$ cat src/rtl/uart_rx_buffer_if.sv
// AXI4-Lite read channel between the receive buffer (master) and the UART
// register block (slave).
interface uart_rx_buffer_if;
  logic [31:0] uart_araddr;
  logic        uart_arvalid;
  logic        uart_arready;
  logic [31:0] uart_rdata;
  logic [1:0]  uart_rresp;
  logic        uart_rvalid;
  logic        uart_rready;

  modport master (
    output uart_araddr, uart_arvalid, uart_rready,
    input  uart_arready, uart_rdata, uart_rresp, uart_rvalid
  );

  modport slave (
    input  uart_araddr, uart_arvalid, uart_rready,
    output uart_arready, uart_rdata, uart_rresp, uart_rvalid
  );
endinterface

$ cat src/rtl/uart_rx_buffer.sv
// Assembles four received UART bytes into one 32-bit word by polling the
// status register and reading the RX FIFO register over AXI, one read at a time.
module uart_rx_buffer #(
  parameter logic [31:0] RX_ADDR   = 32'h0000_0000,
  parameter logic [31:0] STAT_ADDR = 32'h0000_0008,
  parameter int          RXV_BIT   = 0
) (
  input  logic             clk,
  input  logic             rstn,
  input  logic             renable,
  output logic             rdone,
  output logic [31:0]      rdata,
  uart_rx_buffer_if.master uart
);

  typedef enum logic [2:0] {
    IDLE    = 3'd0,
    STAT_AR = 3'd1,
    STAT_R  = 3'd2,
    DATA_AR = 3'd3,
    DATA_R  = 3'd4
  } state_t;

  state_t      state;
  logic [1:0]  byte_cnt;
  logic [31:0] shift;

  // Poll/read sequencer; all AXI outputs are registered and change only on transitions.
  always_ff @(posedge clk or negedge rstn) begin
    if (!rstn) begin
      state             <= IDLE;
      byte_cnt          <= 2'd0;
      shift             <= 32'h0000_0000;
      rdata             <= 32'h0000_0000;
      rdone             <= 1'b0;
      uart.uart_arvalid <= 1'b0;
      uart.uart_rready  <= 1'b0;
      uart.uart_araddr  <= STAT_ADDR;
    end else begin
      rdone <= 1'b0;
      case (state)
        IDLE: begin
          if (renable) begin
            byte_cnt          <= 2'd0;
            shift             <= 32'h0000_0000;
            uart.uart_araddr  <= STAT_ADDR;
            uart.uart_arvalid <= 1'b1;
            state             <= STAT_AR;
          end
        end
        STAT_AR: begin
          if (uart.uart_arvalid && uart.uart_arready) begin
            uart.uart_arvalid <= 1'b0;
            uart.uart_rready  <= 1'b1;
            state             <= STAT_R;
          end
        end
        STAT_R: begin
          if (uart.uart_rvalid && uart.uart_rready) begin
            uart.uart_rready  <= 1'b0;
            uart.uart_arvalid <= 1'b1;
            // Error responses and "no data yet" both mean: ask the status register again.
            if (uart.uart_rresp[1] || !uart.uart_rdata[RXV_BIT]) begin
              uart.uart_araddr <= STAT_ADDR;
              state            <= STAT_AR;
            end else begin
              uart.uart_araddr <= RX_ADDR;
              state            <= DATA_AR;
            end
          end
        end
        DATA_AR: begin
          if (uart.uart_arvalid && uart.uart_arready) begin
            uart.uart_arvalid <= 1'b0;
            uart.uart_rready  <= 1'b1;
            state             <= DATA_R;
          end
        end
        DATA_R: begin
          if (uart.uart_rvalid && uart.uart_rready) begin
            uart.uart_rready <= 1'b0;
            if (uart.uart_rresp[1]) begin
              // The FIFO did not pop on an error, so the same byte is re-read.
              uart.uart_araddr  <= RX_ADDR;
              uart.uart_arvalid <= 1'b1;
              state             <= DATA_AR;
            end else begin
              shift <= {shift[23:0], uart.uart_rdata[7:0]};
              if (byte_cnt == 2'd3) begin
                rdata <= {shift[23:0], uart.uart_rdata[7:0]};
                rdone <= 1'b1;
                state <= IDLE;
              end else begin
                byte_cnt          <= byte_cnt + 2'd1;
                uart.uart_araddr  <= STAT_ADDR;
                uart.uart_arvalid <= 1'b1;
                state             <= STAT_AR;
              end
            end
          end
        end
        default: begin
          uart.uart_arvalid <= 1'b0;
          uart.uart_rready  <= 1'b0;
          state             <= IDLE;
        end
      endcase
    end
  end

endmodule

$ cat src/flat_wrapper.sv
// flat-port wrapper written by rule: the top's interface ports become plain ports
module uart_rx_buffer_flat 
#(
  parameter logic [31:0] RX_ADDR   = 32'h0000_0000,
  parameter logic [31:0] STAT_ADDR = 32'h0000_0008,
  parameter int          RXV_BIT   = 0
)
  (clk, rstn, renable, rdone, rdata, uart_uart_araddr, uart_uart_arvalid, uart_uart_rready, uart_uart_arready, uart_uart_rdata, uart_uart_rresp, uart_uart_rvalid);
  uart_rx_buffer_if uart_i ();
  input  logic clk;
  input  logic rstn;
  input  logic renable;
  output logic rdone;
  output logic [31:0] rdata;
  output wire logic [$bits(uart_i.uart_araddr)-1:0] uart_uart_araddr;
  output wire logic [$bits(uart_i.uart_arvalid)-1:0] uart_uart_arvalid;
  output wire logic [$bits(uart_i.uart_rready)-1:0] uart_uart_rready;
  input wire logic [$bits(uart_i.uart_arready)-1:0] uart_uart_arready;
  input wire logic [$bits(uart_i.uart_rdata)-1:0] uart_uart_rdata;
  input wire logic [$bits(uart_i.uart_rresp)-1:0] uart_uart_rresp;
  input wire logic [$bits(uart_i.uart_rvalid)-1:0] uart_uart_rvalid;
  assign uart_uart_araddr = uart_i.uart_araddr;
  assign uart_uart_arvalid = uart_i.uart_arvalid;
  assign uart_uart_rready = uart_i.uart_rready;
  assign uart_i.uart_arready = uart_uart_arready;
  assign uart_i.uart_rdata = uart_uart_rdata;
  assign uart_i.uart_rresp = uart_uart_rresp;
  assign uart_i.uart_rvalid = uart_uart_rvalid;
  uart_rx_buffer #(.RX_ADDR(RX_ADDR), .STAT_ADDR(STAT_ADDR), .RXV_BIT(RXV_BIT)) u_core (.clk(clk), .rstn(rstn), .renable(renable), .rdone(rdone), .rdata(rdata), .uart(uart_i));
endmodule
$ cat config.mk
export PLATFORM = sky130hd
export DESIGN_NAME = uart_rx_buffer_flat
export DESIGN_NICKNAME = d
export VERILOG_FILES = /design/src/rtl/uart_rx_buffer_if.sv /design/src/rtl/uart_rx_buffer.sv /design/src/flat_wrapper.sv
export SDC_FILE = /design/constraint.sdc
export NUM_CORES = 1
export LEC_CHECK = 0
export ABC_AREA = 1
export CAP_MARGIN = 20
export CORE_ASPECT_RATIO = 1.2
export CORE_MARGIN = 2
export CORE_UTILIZATION = 45
export DETAILED_ROUTE_END_ITERATION = 10
export GPL_ROUTABILITY_DRIVEN = 0
export PLACE_DENSITY = 0.87
export SETUP_SLACK_MARGIN = 0.02
export SLEW_MARGIN = 20
export SYNTH_ARGS = -nofsm -noshare
export SYNTH_HDL_FRONTEND = slang
export SYNTH_SLANG_ARGS = --single-unit
$ cat constraint.sdc
create_clock -name clk -period 1.5 [get_ports clk]
set_input_delay 0.375 -clock clk [delete_from_list [all_inputs] [get_ports clk]]
set_output_delay 0.375 -clock clk [all_outputs]
set_load 0.05 [all_outputs]
**After elaboration in Yosys (flattened, before gate mapping)**

Index checks and enable logic that the tools add are counted.

- Register bits after elaboration: 96
- Input bits: 39
- Output and inout port bits: 67
- Logic and storage cells: 81

- Add/sub/neg operators: 1
- Eq/ne operators: 15
- Muxes and demuxes: 39
- Bitwise gates (word level): 2
- Reduce and logical (&&, ||, !) cells: 16

Operator list:

| cell | number |
|---|---|
| 32-bit two-way mux | 5 |
| 32-bit case mux with 3 select lines | 1 |
| 24-bit two-way mux | 3 |
| 24-bit case mux with 2 select lines | 1 |
| 5-bit AND reduction | 4 |
| 3-bit two-way mux | 6 |
| 3-bit case mux with 5 select lines | 1 |
| 1-bit two-way mux | 13 |
| 2-bit by 1-bit != test with 1-bit output (second input constant) | 6 |
| 2-bit two-way mux | 5 |
| 4-bit AND reduction | 2 |
| 3-bit by 2-bit equality test with 1-bit output (second input constant) | 2 |
| 2-bit != test (second input constant) | 3 |
| 4-bit two-way mux | 1 |
| 1-bit case mux with 4 select lines | 1 |
| 2-bit case mux with 2 select lines | 1 |
| 2-bit OR reduction | 2 |
| 3-bit by 1-bit equality test with 1-bit output (second input constant) | 1 |
| 3-bit equality test (second input constant) | 1 |
| 3-bit zero test | 1 |
| 3-bit != test (second input constant) | 1 |
| 1-bit case mux with 3 select lines | 1 |
| 3-bit AND reduction | 1 |
| 3-bit nonzero test | 1 |
| 7 further kinds | 9 |

**Logic depth before layout (Yosys ltp)**

Gate-level depths: netlist of run 1.

- Word-level depth: 5
- Mapped depth: 9

**Worst setup path before layout of run 1**

OpenSTA, ideal clock, no wires.

- Kind: reg-to-reg
- Start: register u_core.uart.uart_rready
- End: register u_core.shift[10]
- Arrival: 1.509 ns
- Required time: 1.424 ns
- Setup slack: -0.086 ns
- Stages on the path, launching flop included: 9
- Buffers on the path: 2
- Clock period less this slack: 1.586 ns
- Cells stage by stage: dfrtp_1 > nand2_1 > nand3_1 > nand2_1 > a21oi_2 > buf_6 > buf_6 > nand2_1 > o21ai_1

- Cells in the longest elaborated chain, start to end: 3

RTL lines:

| item | RTL line | source |
|---|---|---|
| start, declared | uart_rx_buffer_if.sv:13 | `output uart_araddr, uart_arvalid, uart_rready,` |
| start signal, assigned | uart_rx_buffer.sv:37 | `uart.uart_rready <= 1'b0;` |
| start signal, assigned | uart_rx_buffer.sv:54 | `uart.uart_rready <= 1'b1;` |
| start signal, assigned | uart_rx_buffer.sv:60 | `uart.uart_rready <= 1'b0;` |
| 1-bit logical AND | uart_rx_buffer.sv:80 | `if (uart.uart_rvalid && uart.uart_rready) begin` |
| 2-bit by 1-bit != test with 1-bit output (no source line) | -- |  |
| 4-bit AND reduction (no source line) | -- |  |
| end signal, assigned | uart_rx_buffer.sv:88 | `shift <= {shift[23:0], uart.uart_rdata[7:0]};` |
| end, declared | uart_rx_buffer.sv:26 | `logic [31:0] shift;` |

Every way passes these cells.
A chain may end at the register's enable or synchronous reset.

**Worst setup path in the final report of run 1**

- Start: input uart_uart_rvalid
- End: register u_core.shift[18]

- Cells in the longest elaborated chain, start to end: 3

RTL lines:

| item | RTL line | source |
|---|---|---|
| start, declared | flat_wrapper.sv:21 | `input wire logic [$bits(uart_i.uart_rvalid)-1:0] uart_uart_rvalid;` |
| 1-bit logical AND | uart_rx_buffer.sv:80 |  |
| 2-bit by 1-bit != test with 1-bit output (no source line) | -- |  |
| 4-bit AND reduction (no source line) | -- |  |

Every way passes these cells.

==> results of run 1 <==
## registers in the layout (all words and copies together) (netlist names)
| signal | flops |
|---|---|
| u_core.rdone | 1 |
| u_core.shift | 24 |
| u_core.state | 3 |
| u_core.byte_cnt | 2 |
| u_core.uart.uart_araddr | 1 |
| u_core.uart.uart_arvalid | 1 |
| u_core.rdata | 32 |
| u_core.uart.uart_rready | 1 |
## cell type report
type	count	area, µm²	share of cell area, %
inverter	40	150	3.50
clock inverter	6	115	2.69
multi-input combinational	226	1080	25.2
sequential	65	1630	38.1
clock buffer	10	138	3.21
timing repair buffer	69	1060	24.8
tap	85	106	2.48
## cell usage in the layout, fill, tap and decap left out, drive strengths merged, types with 2 or more instances in the layout
cell type / Yosys / routed
clkinv: 0 / 2
bufinv: 0 / 3
conb: 1 / 31
a21oi: 2 / 2
nor2: 30 / 30
dfrtp: 64 / 64
nand2: 83 / 83
inv: 40 / 40
nand4: 6 / 6
nand3: 12 / 12
clkdlybuf4s50: 0 / 12
o21ai: 60 / 60
clkbuf: 3 / 11
buf: 44 / 56
## power by group
part | total [mW] | internal, mW | switching [mW]
registers | 2.07 | 1.90 | 0.167
clock network | 1.86 | 1.15 | 0.706
logic | 1.89 | 0.664 | 1.22
## final timing paths
kind,end,from,cells after the start,slack [ns]
worst max register to register,u_core.rdata[21],u_core.state[1],7,-0.01
worst min-delay path,u_core.shift[7],rstn,2,0.04
max in group asynchronous,u_core.uart.uart_araddr[3],rstn,2,1.15
worst max-delay path,u_core.shift[18],uart_uart_rvalid,8,-0.02
min in group clk,u_core.uart.uart_araddr[3],u_core.uart.uart_araddr[3],2,0.49
worst min register to register,u_core.uart.uart_araddr[3],u_core.uart.uart_araddr[3],2,0.49
## through the flow
stage	cell area [µm²]	hold slack, ns
floorplan	3150	0.0794
global placement	3890	0.408
detailed placement	3890	0.414
CTS	4160	0.0490
global route	4290	0.0619
finish	4290	0.0395
## cell families (layout without fill, tap and decap cells)
group                    count (synthesis)  after routing  synth area share, %
other                                    1             31                0.124
AO/OA/AOI/OAI                           62             62                 10.4
buffers and inverters                   87            125                 17.3
adder cells (fa/ha/maj)                  1              1                0.412
flip-flops                              65             65                 53.7
AND/OR/NAND/NOR                        132            132                 18.2
## layer usage
metal / global-route usage [%] / vias up
met5: 0 / -
met3: 4.62 / 15
li1: - / 1152
met2: 33.0 / 75
met1: 21.1 / 1159
met4: 5.75 / 0
## timing repair
item | CTS | global route
setup buffers | 2 | 2
cloned | 0 | 1
setup endpoints to repair | 28 | 49
pin swaps | 1 | 1
gates resized for setup | 4 | 25
==> results_dict.tcl, run 1 <==
set metrics [dict create \
    worst-path-buf-inv 2 \
    cp_slowest_cell "clkdlybuf4s50_1" \
    cts_tree "done" \
    wl_met3_um 340 \
    crit_arrival_ns 1.76 \
    final_nets 451 \
    crit_top_cell "nand2_1" \
    postRouteAntennaNets 0 \
    track_usage_pct 18.3 \
    holdBufCountCts 0 \
    postSynthCellCount 348 \
    synthDistinctLibCells 22 \
    drc_errors 0 \
    hpwl_mm 4.51 \
    ys_ff_latch 65 \
    ys.flop_type "dfrtp_1" \
    cts.sinks 65 \
    place_ws_ns -0.357 \
    finalClockSkew_ns 0.00735 \
    avgSynthCellArea_um2 8.72 \
    drtIter0Drc 157 \
    path_clk_slew_ns 0.08 \
    vias 2401 \
    finalSetupViolCount 2 \
    seq_area_frac_synth_pct 53.7 \
    cts_max_path_buffers 2 \
    required_ns 1.74 \
    fp.dieArea_mm2 0.00742 \
    worst_slack_ns -0.0215 \
    final_cells 501 \
    synth_top_area_share_pct 52.8 \
    cts_buffers 9 \
    drive_gt1_share_pct 25.5 \
    grt_max_degree 66 \
    critical_path_class "input pin to register" \
    path_cells "clkdlybuf4s50_1 -> nand2_1 -> nand3_1 -> nand2_1 -> a21oi_4 -> buf_4 -> nand2_1 -> o21ai_0" \
    antenna_found_initial 0 \
    fp-row-count 32 \
    total_power_mw 5.82 \
    grt_pass1_vias 2305 \
    worstSkewPairLatency_ns 0.34 \
    cpLargestDelayFamily "buffers and inverters" \
    placed_cells 480 \
    netlist_area_mm2 0.00303 \
    yosysTopAreaCell "dfrtp_1" \
    leakage_nw 1.98 \
    endpoint_kind "register" \
    post-route-util_pct 66.1 \
    fin_setup_tns_ns -0.0324 \
    ys_warn_count 0 \
    portBuffers 49 \
    synth_commonest_cells "nand2_1 (82), dfrtp_1 (64), o21ai_1 (53)" \
    firstDrtPassIters 4 \
    critPathLaunchType "input pin" \
    area_growth_pct 41.3 \
    fmax_mhz 657 \
    coreArea_mm2 0.00649 \
    fill_cells 493 \
    synthArstFlopShare_pct 100 \
    cts_max_level 3 \
    n_antenna_cell 0 \
    outcome "finished with violations" \
    grt_pass1_wl_mm 10.5 \
    min_path_type "input pin to asynchronous set/reset pin" \
    routed_wl_mm 6.81 \
    drv_slew 0 \
    synthTopCellsByArea "dfrtp_1 (53%), nand2_1 (10%), o21ai_1 (8.7%)" \
    routed.top_layer "met4" \
    cts-root-buf "clkbuf_8" \
    overflow 0 \
    wl_met2_mm 3.78 \
    synth_most_common_cell "nand2_1" \
    viasPerCell 4.79 \
    initial_core_util_pct 46.8 \
    met1_length_mm 2.55 \
    finalCriticalPeriod_ns 1.52 \
    ios 106 \
    hold_viol 0 \
    cp_max_fo 16 \
    die_width_um 78.9 \
    failed_checks "negative setup slack" \
    p_per_area_mw_per_mm2 1360 \
    synth-edff-count 0 \
    rsz0062_at_grt "true" \
    vdd_drop_max_mv 1.19 \
    drv_cap 0 \
    fin_crit_sh_pct 101 \
    crit_path_max_incr_delay_ns 0.49 \
    wl_per_cell_um 13.6 \
    die_h_um 93.9 \
]
Note: power is estimated with default switching activity, not from simulation.
==> run 2: changes to the inputs <==
Settings changed: CAP_MARGIN 20 to unset, REMOVE_ABC_BUFFERS set to 1.
==> results_dict.tcl, run 2 (synthesis results as in run 1) <==
set metrics [dict create \
    outcome "finished with violations" \
    failed_checks "negative setup slack" \
    drive_gt1_share_pct 24.0 \
    most-common-layout-cells "nand2_1 (70), dfrtp_1 (62), o21ai_1 (53)" \
    worst_slack_ns -0.0177 \
    seq_area_mm2 0.00163 \
    cts-root-buf "clkbuf_8" \
    drv_cap 0 \
    largest_register_ffs 32 \
    critPathLaunchType "register" \
    track_usage_pct 17.1 \
    coreArea_mm2 0.00649 \
    drtIter0Drc 185 \
    n_antenna_cell 0 \
    leakage_nw 1.99 \
    cts_max_level 3 \
    fp-row-count 32 \
    multi_input_area_mm2 0.00107 \
    portBuffers 49 \
    path_clk_slew_ns 0.07 \
    routed_wl_mm 6.90 \
    cts_max_path_buffers 2 \
    total_power_mw 6.18 \
    holdBufCountCts 0 \
    antenna_found_initial 0 \
    required_ns 1.75 \
    largest_registers "u_core.rdata: 32 flops, u_core.shift: 24 flops, u_core.state: 3 flops" \
    initial_core_util_pct 46.8 \
    viasPerCell 4.76 \
    die_h_um 93.9 \
    grt_pass1_wl_mm 9.88 \
    finalSetupViolCount 1 \
    fmax_mhz 659 \
    final_nets 455 \
    postRouteAntennaNets 0 \
    overflow 0 \
    crit_path_max_incr_delay_ns 0.43 \
    cp_slowest_cell "dfrtp_1" \
    ios 106 \
    vias 2405 \
    hold_viol 0 \
    cpLargestDelayFamily "simple AND/OR/NAND/NOR gates" \
    hpwl_mm 4.18 \
    placed_cells 479 \
    cts_tree "done" \
    vdd_drop_max_mv 1.36 \
    cts.sinks 65 \
    top_register "u_core.rdata" \
    drc_errors 0 \
    finalClockSkew_ns 0.00333 \
    die_width_um 78.9 \
    final_common_cell "nand2_1" \
    path_cells "nor2_4 -> buf_4 -> nand2_1 -> buf_4 -> nor2_1 -> nand2_1 -> o21ai_1" \
    min_path_type "input pin to asynchronous set/reset pin" \
    wl_per_cell_um 13.7 \
    finalCriticalPeriod_ns 1.52 \
    worstSkewPairLatency_ns 0.33 \
    endpoint_kind "register" \
    fin_crit_sh_pct 101 \
    drv_slew 0 \
    cp_max_fo 24 \
    fp.dieArea_mm2 0.00742 \
    rsz0062_at_grt "true" \
    critical_path_class "register to register" \
    crit_arrival_ns 1.77 \
    worst-path-buf-inv 2 \
    p_per_area_mw_per_mm2 1430 \
    fill_cells 491 \
    grt_max_degree 66 \
    cts_buffers 9 \
    final_cells 505 \
    area_growth_pct 42.2 \
    firstDrtPassIters 4 \
    grt_pass1_vias 2203 \
]
## run 2: cell count changes in the layout (fill, tap and decap cells not counted), sizes merged
cell / before / now
bufinv: 3 / 2
clkinv: 2 / 0
clkbuf: 11 / 17
clkinvlp: 1 / 0
buf: 56 / 58
## run 2: power breakdown
part | internal [mW] | switching, mW | total [mW] | leakage (nW)
logic | 1.02 | 1.48 | 2.50 | 0.982
clock network | 1.03 | 0.626 | 1.66 | 0.111
registers | 1.90 | 0.123 | 2.02 | 0.893
total | 3.95 | 2.23 | 6.18 | 1.99
## run 2: path summary, 6_finish.rpt
path | slack [ns] | depth (start not counted) | end | startpoint
max | -0.02 | 7 | u_core.shift[23] | u_core.state[1]
max reg2reg | -0.02 | 7 | u_core.shift[23] | u_core.state[1]
max in group asynchronous | 1.13 | 2 | u_core.uart.uart_araddr[3] | rstn
min reg2reg | 0.50 | 2 | u_core.uart.uart_araddr[3] | u_core.uart.uart_araddr[3]
min | 0.05 | 2 | u_core.rdata[21] | rstn
min in group clk | 0.50 | 2 | u_core.uart.uart_araddr[3] | u_core.uart.uart_araddr[3]
## run 2: per-layer routing
layer	part of all wire (%)	GRT usage (%)
met5	0	0
met4	1.3	6.90
met3	4.6	5.10
met2	55	29.8
met1	39	19.6
## run 2: area by class of cell
cell class,instances,share of cell area (%)
flip-flops and latches,65,37.8
repair buffers,73,26.2
multi-input cells,226,24.9
clock buffers,14,3.77
inverters,40,3.48
well taps,85,2.47
clock inverters,2,1.39
## run 2: repair_timing
action                     in CTS  in global routing
buffers inserted                0                  6
hold endpoints to repair        0                  0
gates cloned                    0                  4
gates resized for setup         2                 21
pin swaps                       0                  6
setup endpoints to repair      29                 61
## run 2: per-stage QoR
step	setup slack [ns]	area (µm²)	setup TNS (ns)	hold WS (ns)	util, %
after floorplan	-0.923	2770	-48.52	0.0794	-
after global placement	-0.266	3880	-13.55	0.408	59.8
after detailed placement	-0.386	3880	-16.38	0.416	59.8
after CTS	0.0119	4110	0	0.0521	63.3
after global routing	-0.0698	4310	-1.79	0.0626	66.5
final	-0.0177	4310	-0.0177	0.0482	66.5
